<file path="src/rtl/gcd_pkg.sv">
// Shared types and defaults for the gcd_core requester: FSM states,
// default widths/limits and the response record.
package gcd_pkg;

    localparam int GCD_DATA_W  = 8;
    localparam int GCD_TIMEOUT = 300;
    localparam int GCD_CYC_W   = 9;

    typedef enum logic [2:0] {
        IDLE,
        LOAD_X,
        LOAD_Y,
        WAIT,
        RESP
    } gcd_req_state_t;

    typedef struct packed {
        logic [GCD_DATA_W-1:0] gcd;
        logic                  err;
        logic [GCD_CYC_W-1:0]  cycles;
    } gcd_rsp_t;

endpackage

</file>
<file path="src/rtl/gcd_wait_timer.sv">
// Clearable saturating up-counter; `last` flags the final count before LIMIT,
// so the owner can act in the same cycle the limit would be reached.
module gcd_wait_timer #(
    parameter int CYC_W = 9,
    parameter int LIMIT = 300
) (
    input  logic             clk,
    input  logic             rst,
    input  logic             clear,
    input  logic             en,
    output logic [CYC_W-1:0] count,
    output logic             last
);

    localparam logic [CYC_W-1:0] LIMIT_C   = CYC_W'(LIMIT);
    localparam logic [CYC_W-1:0] LIMIT_M1  = CYC_W'(LIMIT - 1);

    // NOTE: state updates use non-blocking assignments so every flop samples
    // pre-edge values regardless of block evaluation order.
    always_ff @(posedge clk) begin
        if (rst || clear) begin
            count <= '0;
        end else if (en && count != LIMIT_C) begin
            count <= count + 1'b1;
        end
    end

    assign last = (count == LIMIT_M1);

endmodule

</file>
<file path="src/rtl/gcd_requester.sv">
// Initiator for gcd_core: takes an (X, Y) request, loads the core over two
// cycles, waits for done (bounded by TIMEOUT) and returns a held response.
module gcd_requester
    import gcd_pkg::*;
#(
    parameter int DATA_W  = GCD_DATA_W,
    parameter int TIMEOUT = GCD_TIMEOUT,
    parameter int CYC_W   = GCD_CYC_W
) (
    input  logic              clk,
    input  logic              rst,
    input  logic              req_valid,
    output logic              req_ready,
    input  logic [DATA_W-1:0] req_x,
    input  logic [DATA_W-1:0] req_y,
    output logic              rsp_valid,
    input  logic              rsp_ready,
    output logic [DATA_W-1:0] rsp_gcd,
    output logic              rsp_err,
    output logic [CYC_W-1:0]  rsp_cycles,
    output logic              core_load,
    output logic [DATA_W-1:0] core_din,
    input  logic              core_done,
    input  logic [DATA_W-1:0] core_rslt
);

    gcd_req_state_t    state;
    logic [DATA_W-1:0] y_q;
    logic [CYC_W-1:0]  wait_count;
    logic              wait_last;

    gcd_wait_timer #(
        .CYC_W (CYC_W),
        .LIMIT (TIMEOUT)
    ) u_wait_timer (
        .clk   (clk),
        .rst   (rst),
        .clear (state == LOAD_Y),
        .en    (state == WAIT),
        .count (wait_count),
        .last  (wait_last)
    );

    // Outputs are registered: each branch sets the values the next state shows.
    always_ff @(posedge clk) begin
        if (rst) begin
            state      <= IDLE;
            req_ready  <= 1'b0;
            rsp_valid  <= 1'b0;
            rsp_gcd    <= '0;
            rsp_err    <= 1'b0;
            rsp_cycles <= '0;
            core_load  <= 1'b0;
            core_din   <= '0;
            y_q        <= '0;
        end else begin
            unique case (state)
                IDLE: begin
                    req_ready <= 1'b1;
                    if (req_valid && req_ready) begin
                        req_ready <= 1'b0;
                        y_q       <= req_y;
                        if (req_x != '0 && req_y != '0) begin
                            state     <= LOAD_X;
                            core_load <= 1'b1;
                            core_din  <= req_x;
                        end else begin
                            // A zero operand needs no core: gcd(a,0)=a, gcd(0,0) is an error.
                            state      <= RESP;
                            rsp_valid  <= 1'b1;
                            rsp_gcd    <= (req_x != '0) ? req_x : req_y;
                            rsp_err    <= (req_x == '0) && (req_y == '0);
                            rsp_cycles <= '0;
                        end
                    end
                end
                LOAD_X: begin
                    core_din <= y_q;
                    state    <= LOAD_Y;
                end
                LOAD_Y: begin
                    core_load <= 1'b0;
                    core_din  <= '0;
                    state     <= WAIT;
                end
                WAIT: begin
                    if (core_done) begin
                        rsp_valid  <= 1'b1;
                        rsp_gcd    <= core_rslt;
                        rsp_err    <= 1'b0;
                        rsp_cycles <= wait_count + 1'b1;
                        state      <= RESP;
                    end else if (wait_last) begin
                        rsp_valid  <= 1'b1;
                        rsp_gcd    <= '0;
                        rsp_err    <= 1'b1;
                        rsp_cycles <= CYC_W'(TIMEOUT);
                        state      <= RESP;
                    end
                end
                RESP: begin
                    if (rsp_ready) begin
                        rsp_valid <= 1'b0;
                        req_ready <= 1'b1;
                        state     <= IDLE;
                    end
                end
                default: state <= IDLE;
            endcase
        end
    end

endmodule

</file>
<file path="config.mk">
export PLATFORM = sky130hd
export DESIGN_NAME = gcd_requester
export DESIGN_NICKNAME = d
export VERILOG_FILES = /design/src/rtl/gcd_pkg.sv /design/src/rtl/gcd_wait_timer.sv /design/src/rtl/gcd_requester.sv
export SDC_FILE = /design/constraint.sdc
export NUM_CORES = 1
export LEC_CHECK = 0
export ABC_AREA = 0
export BUFFER_PORTS_ARGS = -buffer_cell sky130_fd_sc_hd__clkbuf_2
export CAP_MARGIN = 25
export CORE_UTILIZATION = 53
export DETAILED_ROUTE_END_ITERATION = 6
export HOLD_SLACK_MARGIN = 0.06
export PLACE_DENSITY = 0.79
export SYNTH_ARGS = -nofsm -noshare
export SYNTH_HDL_FRONTEND = slang
export SYNTH_SLANG_ARGS = --single-unit
</file>
<file path="constraint.sdc">
create_clock -name clk -period 2.15 [get_ports clk]
set_input_delay 0.43 -clock clk [delete_from_list [all_inputs] [get_ports clk]]
set_output_delay 0.43 -clock clk [all_outputs]
set_load 0.01 [all_outputs]
</file>
# Yosys cells after proc, flatten, opt, wreduce, memory -nomap -nowiden
# Index checks and enable logic that the tools add are counted.
# classes
n_addsub	1
n_eq_ne	11
mux	36
reduce_logical	22
# op_table
op	n
8-bit 2-to-1 mux	7
9-bit 2-to-1 mux	4
8-bit case mux with 3 select lines	1
9-bit case mux with 2 select lines	1
8-bit zero test	2
8-bit case mux with 2 select lines	1
8-bit nonzero test	2
3-bit 2-to-1 mux	5
3-bit case mux with 5 select lines	1
1-bit 2-to-1 mux	12
9-bit by 1-bit adder with 9-bit output, second input constant	1
9-bit == test, second input constant	1
9-bit != test, second input constant	1
3-bit AND reduction	3
2-bit != test, second input constant	4
3-bit by 2-bit == test with 1-bit output, second input constant	2
1-bit case mux with 2 select lines	3
2-bit nonzero test	3
3-bit nonzero test	2
5-bit AND reduction	1
1-bit logical AND	4
2-bit AND reduction	2
4-bit AND reduction	1
3-bit by 1-bit == test with 1-bit output, second input constant	1
other kinds (5)	5
# word_totals
ff_bits	49
inputBits	29
out_inout_bits	29
elab_cells	80

# Depth between registers and ports, before layout
# logic_depth
word_depth	5
depth_mapped	7
depth_no_buf	6

# Modules after synthesis
# Synthesis repeated with hierarchy kept, for this count alone.
# unflattened
hier_cells	334
area_unflattened_um2	2746.4
# modules_own_cells
mod	n_inst	cells_each	area_each_um2
gcd_requester	1	273	2254.7
gcd_wait_timer	1	61	491.7

# Worst setup path before layout
# Ideal clock, no wire load.
# synth_timing
path_kind	input-to-reg
start	in req_y[3]
end	reg rsp_cycles[3]
setup_ns	0.071
arrival_time_ns	1.806
required_time_ns	2.079
setup_slack_ns	0.273
stages	6
n_path_buf	1
cell_sequence	or4_4 nor2_4 o311ai_4 buf_6 a211o_1 a21oi_1
# synth_via
elab_chain_len	4
# synth_lines
item	line_no	text
from (decl)	gcd_requester.sv:15	input logic [DATA_W-1:0] req_y,
8-bit nonzero test	gcd_requester.sv:63	if (req_x != '0 && req_y != '0) begin
1-bit logical AND	gcd_requester.sv:63	
2-bit != test (no line)	n/a	
4-bit AND reduction (no line)	n/a	
to (signal assigned)	gcd_requester.sv:91	rsp_cycles <= wait_count + 1'b1;
to (signal assigned)	gcd_requester.sv:97	rsp_cycles <= CYC_W'(TIMEOUT);
to (decl)	gcd_requester.sv:20	output logic [CYC_W-1:0] rsp_cycles,
# No other way between the ends.
# A chain may end at the register's enable or synchronous reset.

# Final worst setup path
# layout_timing
start	reg u_wait_timer.count[0]
end	reg rsp_err
# layout_via
elab_chain_len	3
# layout_lines
item	line_no	text
from (decl)	gcd_wait_timer.sv:11	output logic [CYC_W-1:0] count,
from (signal assigned)	gcd_wait_timer.sv:24	count <= count + 1'b1;
9-bit == test	gcd_wait_timer.sv:28	assign last = (count == LIMIT_M1);
3-bit != test (no line)	n/a	
4-bit AND reduction (no line)	n/a	
to (signal assigned)	gcd_requester.sv:72	rsp_err <= (req_x == '0) && (req_y == '0);
to (decl)	gcd_requester.sv:19	output logic rsp_err,
# No other way between the ends.

==> results.ini <==
[outcome]
status = finished clean

[floorplanning]
die_area_um2 = 4740
core_area_um2 = 4140
fp.dieW_um = 68.9
row_count = 23
initial_core_util = 0.572
io_pins = 58
die_h_um = 68.9

[layout]
mostFrequentLayoutCells = 57 x clkbuf_2, 49 x dfxtp_1, 46 x nand2_1
fin_util = 0.688
layoutNonFillerInstCount = 390
multi_input_area_um2 = 1290
nFillCells = 372
area_growth_pct = 20.3
final_cell_area_um2 = 2850
drive_gt1_frac = 0.265
diodes = 0
ff_latch_area_um2 = 981
layout_commonest_cell = clkbuf_2
fin_nets = 371

[setup_path]
reg2reg_depth = 7
criticalPathCategory = reg -> reg
critPathSlowestCell = a311o_1
crit_chain = ha_1 > nor2b_1 > a311o_1 > o311ai_4 > buf_12 > nor2b_1 > nor3_1
critPathLaunchType = flop
end_kind = flop
required_ns = 2.34
crit_arrival_ns = 2.00
crit_top_cell = nor2b_1
path_max_fanout = 19
slowest_delay_ns = 0.41

[pwr]
power.density_nw_per_um2 = 709
max-vdd-ir-drop_v = 0.000417
swShare = 0.275
p_comb_frac = 0.184
power.switching_w = 0.000556
p_seq_frac = 0.500
p_leak_nw = 1.13
p_total_w = 0.00202
pwr-share-clk = 0.316
p_int_w = 0.00147

[clock_network]
postCtsSetupRepairBufs = 0
clk_latency_ns = 0.31
postCtsResizedCells = 0
cts_tree = yes
clkSinkCount = 49
cts_buffers = 5
clock_path_buffers = 2
root_buffer = clkbuf_8
holdBufCountCts = 0
h-tree-depth = 2
clkSlewWorstSetupHoldPaths_ns = 0.09

[sta]
relSlewSlack = 0.708
fin_crit_sh = 0.846
min_period_ns = 1.82
fmax_ghz = 0.550
skew_ns = 0.0108
fin_setup_tns_ns = 0
finalHoldViolations = 0
setup_viol = 0
rsz0062_at_grt = false
tightest_slew_ns = 0.438
slew_violations = 0

[yosys]
synthDistinctLibCells = 46
synth_edf_count = 0
synth_area_per_cell_um2 = 8.43
syn_nets = 312
synth_compound_area_frac = 0.217
synthMuxAreaShare = 0.0338
synth_top_area_cell = dfxtp_1
syn_area_um2 = 2370
postSynth.asyncResetShare = 0
synthCells = 281
synth-adder-area-share = 0.0106
synth-simple-area-share = 0.230
ys_top_cells_by_area = dfxtp_1 41%, nand2_1 7.3%, a21oi_1 6.3%
yosysSeqAreaShare = 0.414
ys_ff_latch = 49
yosysTopAreaCellShare = 0.414
yosys_warnings = 0
synth_top_family_by_area = simple AND/OR/NAND/NOR gates
synth-main-ff-cell = dfxtp_1
synth_xor_area_frac = 0.0517

[detailed_routing]
viasPerCell = 5.61
drt-wirelength-per-cell_um = 14.8
postRouteWirelength_um = 5760
drc = 0
drt_iter0_drc = 249
vias = 2189
ant_nets = 0
dr.pass1.iters = 4

[place]
io_buffer_count = 57
gp_congestion = 0.863
placedCellCount = 383
hpwl_um = 4150
dpl_cell_area_um2 = 2750

[global_route]
antenna_found_initial = 0
grt_pass1_wl_um = 9230
grt.total_usage = 0.268
first_global_vias = 1888
grt_overflow = 0
grt_max_degree = 29

[worst_hold_path]
hp-class = in -> reg
holdPathStages = 3

[flow_run]
maxCapViolCount = 0

-- registers in the layout, summed over array words and instances (netlist names) --
| name | count |
|---|---|
| y_q | 8 |
| state | 3 |
| core_din | 8 |
| rsp_valid | 1 |
| u_wait_timer.count | 9 |
| req_ready | 1 |
| rsp_gcd | 8 |
| rsp_cycles | 9 |
| core_load | 1 |
| rsp_err | 1 |
-- layer usage --
metal | wire [um] | track usage | part of all wire
met4 | 52 | 0.0944 | 0.0090
met2 | 2570 | 0.385 | 0.45
met3 | 391 | 0.0444 | 0.068
met1 | 2750 | 0.397 | 0.48
met5 | 0 | 0 | 0
-- kinds of logic after synthesis --
group           after synthesis
mux                           8
xor+xnor                     14
simple gates                113
fa+ha+maj                     2
buf+inv                      22
flops                        49
compound gates               73
-- final cells by class --
class | count | share of cell area
sequential | 49 | 0.344
clock inverter | 2 | 0.0123
tap | 50 | 0.0219
clock buffer | 5 | 0.0241
multi-input combinational | 210 | 0.451
timing repair buffer | 72 | 0.144
inverter | 2 | 0.00263
-- through the flow --
step | setup slack (ns) | hold slack [ns]
after detailed placement | 0.0901 | 0.446
after floorplan | 0.273 | 0.461
after global routing | 0.209 | 0.409
after global placement | 0.125 | 0.446
final | 0.332 | 0.401
after CTS | 0.343 | 0.394
-- cells in the mapped netlist (2+ instances only) --
library cell	instances
and2_1	2
xnor2_1	8
nor2_1	37
buf_2	7
a211o_1	12
or4_4	3
xor2_1	6
ha_1	2
nand2b_1	2
o21bai_1	8
a311oi_1	2
nand3_1	2
dfxtp_1	49
mux2i_1	8
nand2_1	46
nand3b_1	2
a21oi_1	30
a2bb2oi_1	3
nor2b_1	3
and3_1	2
nor3_1	3
nor2_4	2
clkbuf_1	9
inv_1	2
a31oi_1	9
buf_1	2
-- power groups by stage --
stage | combinational [W] | sequential (W) | clock (W)
after floorplan | 0.000220 | 0.00104 | 0
after global placement | 0.000365 | 0.00103 | 0
after detailed placement | 0.000369 | 0.00103 | 0
after CTS | 0.000372 | 0.00101 | 0.000648
after global routing | 0.000409 | 0.00102 | 0.000691
final | 0.000373 | 0.00101 | 0.000638
-- critical path, delay by kind of cell (launching register included) --
kind	cells	cell delay, ns
AO/OA/AOI/OAI	2	0.53
adder cells (fa/ha/maj)	1	0.25
buffers and inverters	1	0.19
flip-flops	1	0.33
AND/OR/NAND/NOR	3	0.40
-- path summary, 6_finish.rpt --
kind | startpoint | end | slack, ns
max | u_wait_timer.count[0] | rsp_err | 0.33
min | req_x[1] | core_din[1] | 0.40
max reg2reg | u_wait_timer.count[0] | rsp_err | 0.33
min reg2reg | rsp_cycles[8] | rsp_cycles[8] | 0.45
No activity file was read; power rests on OpenSTA's default activity.
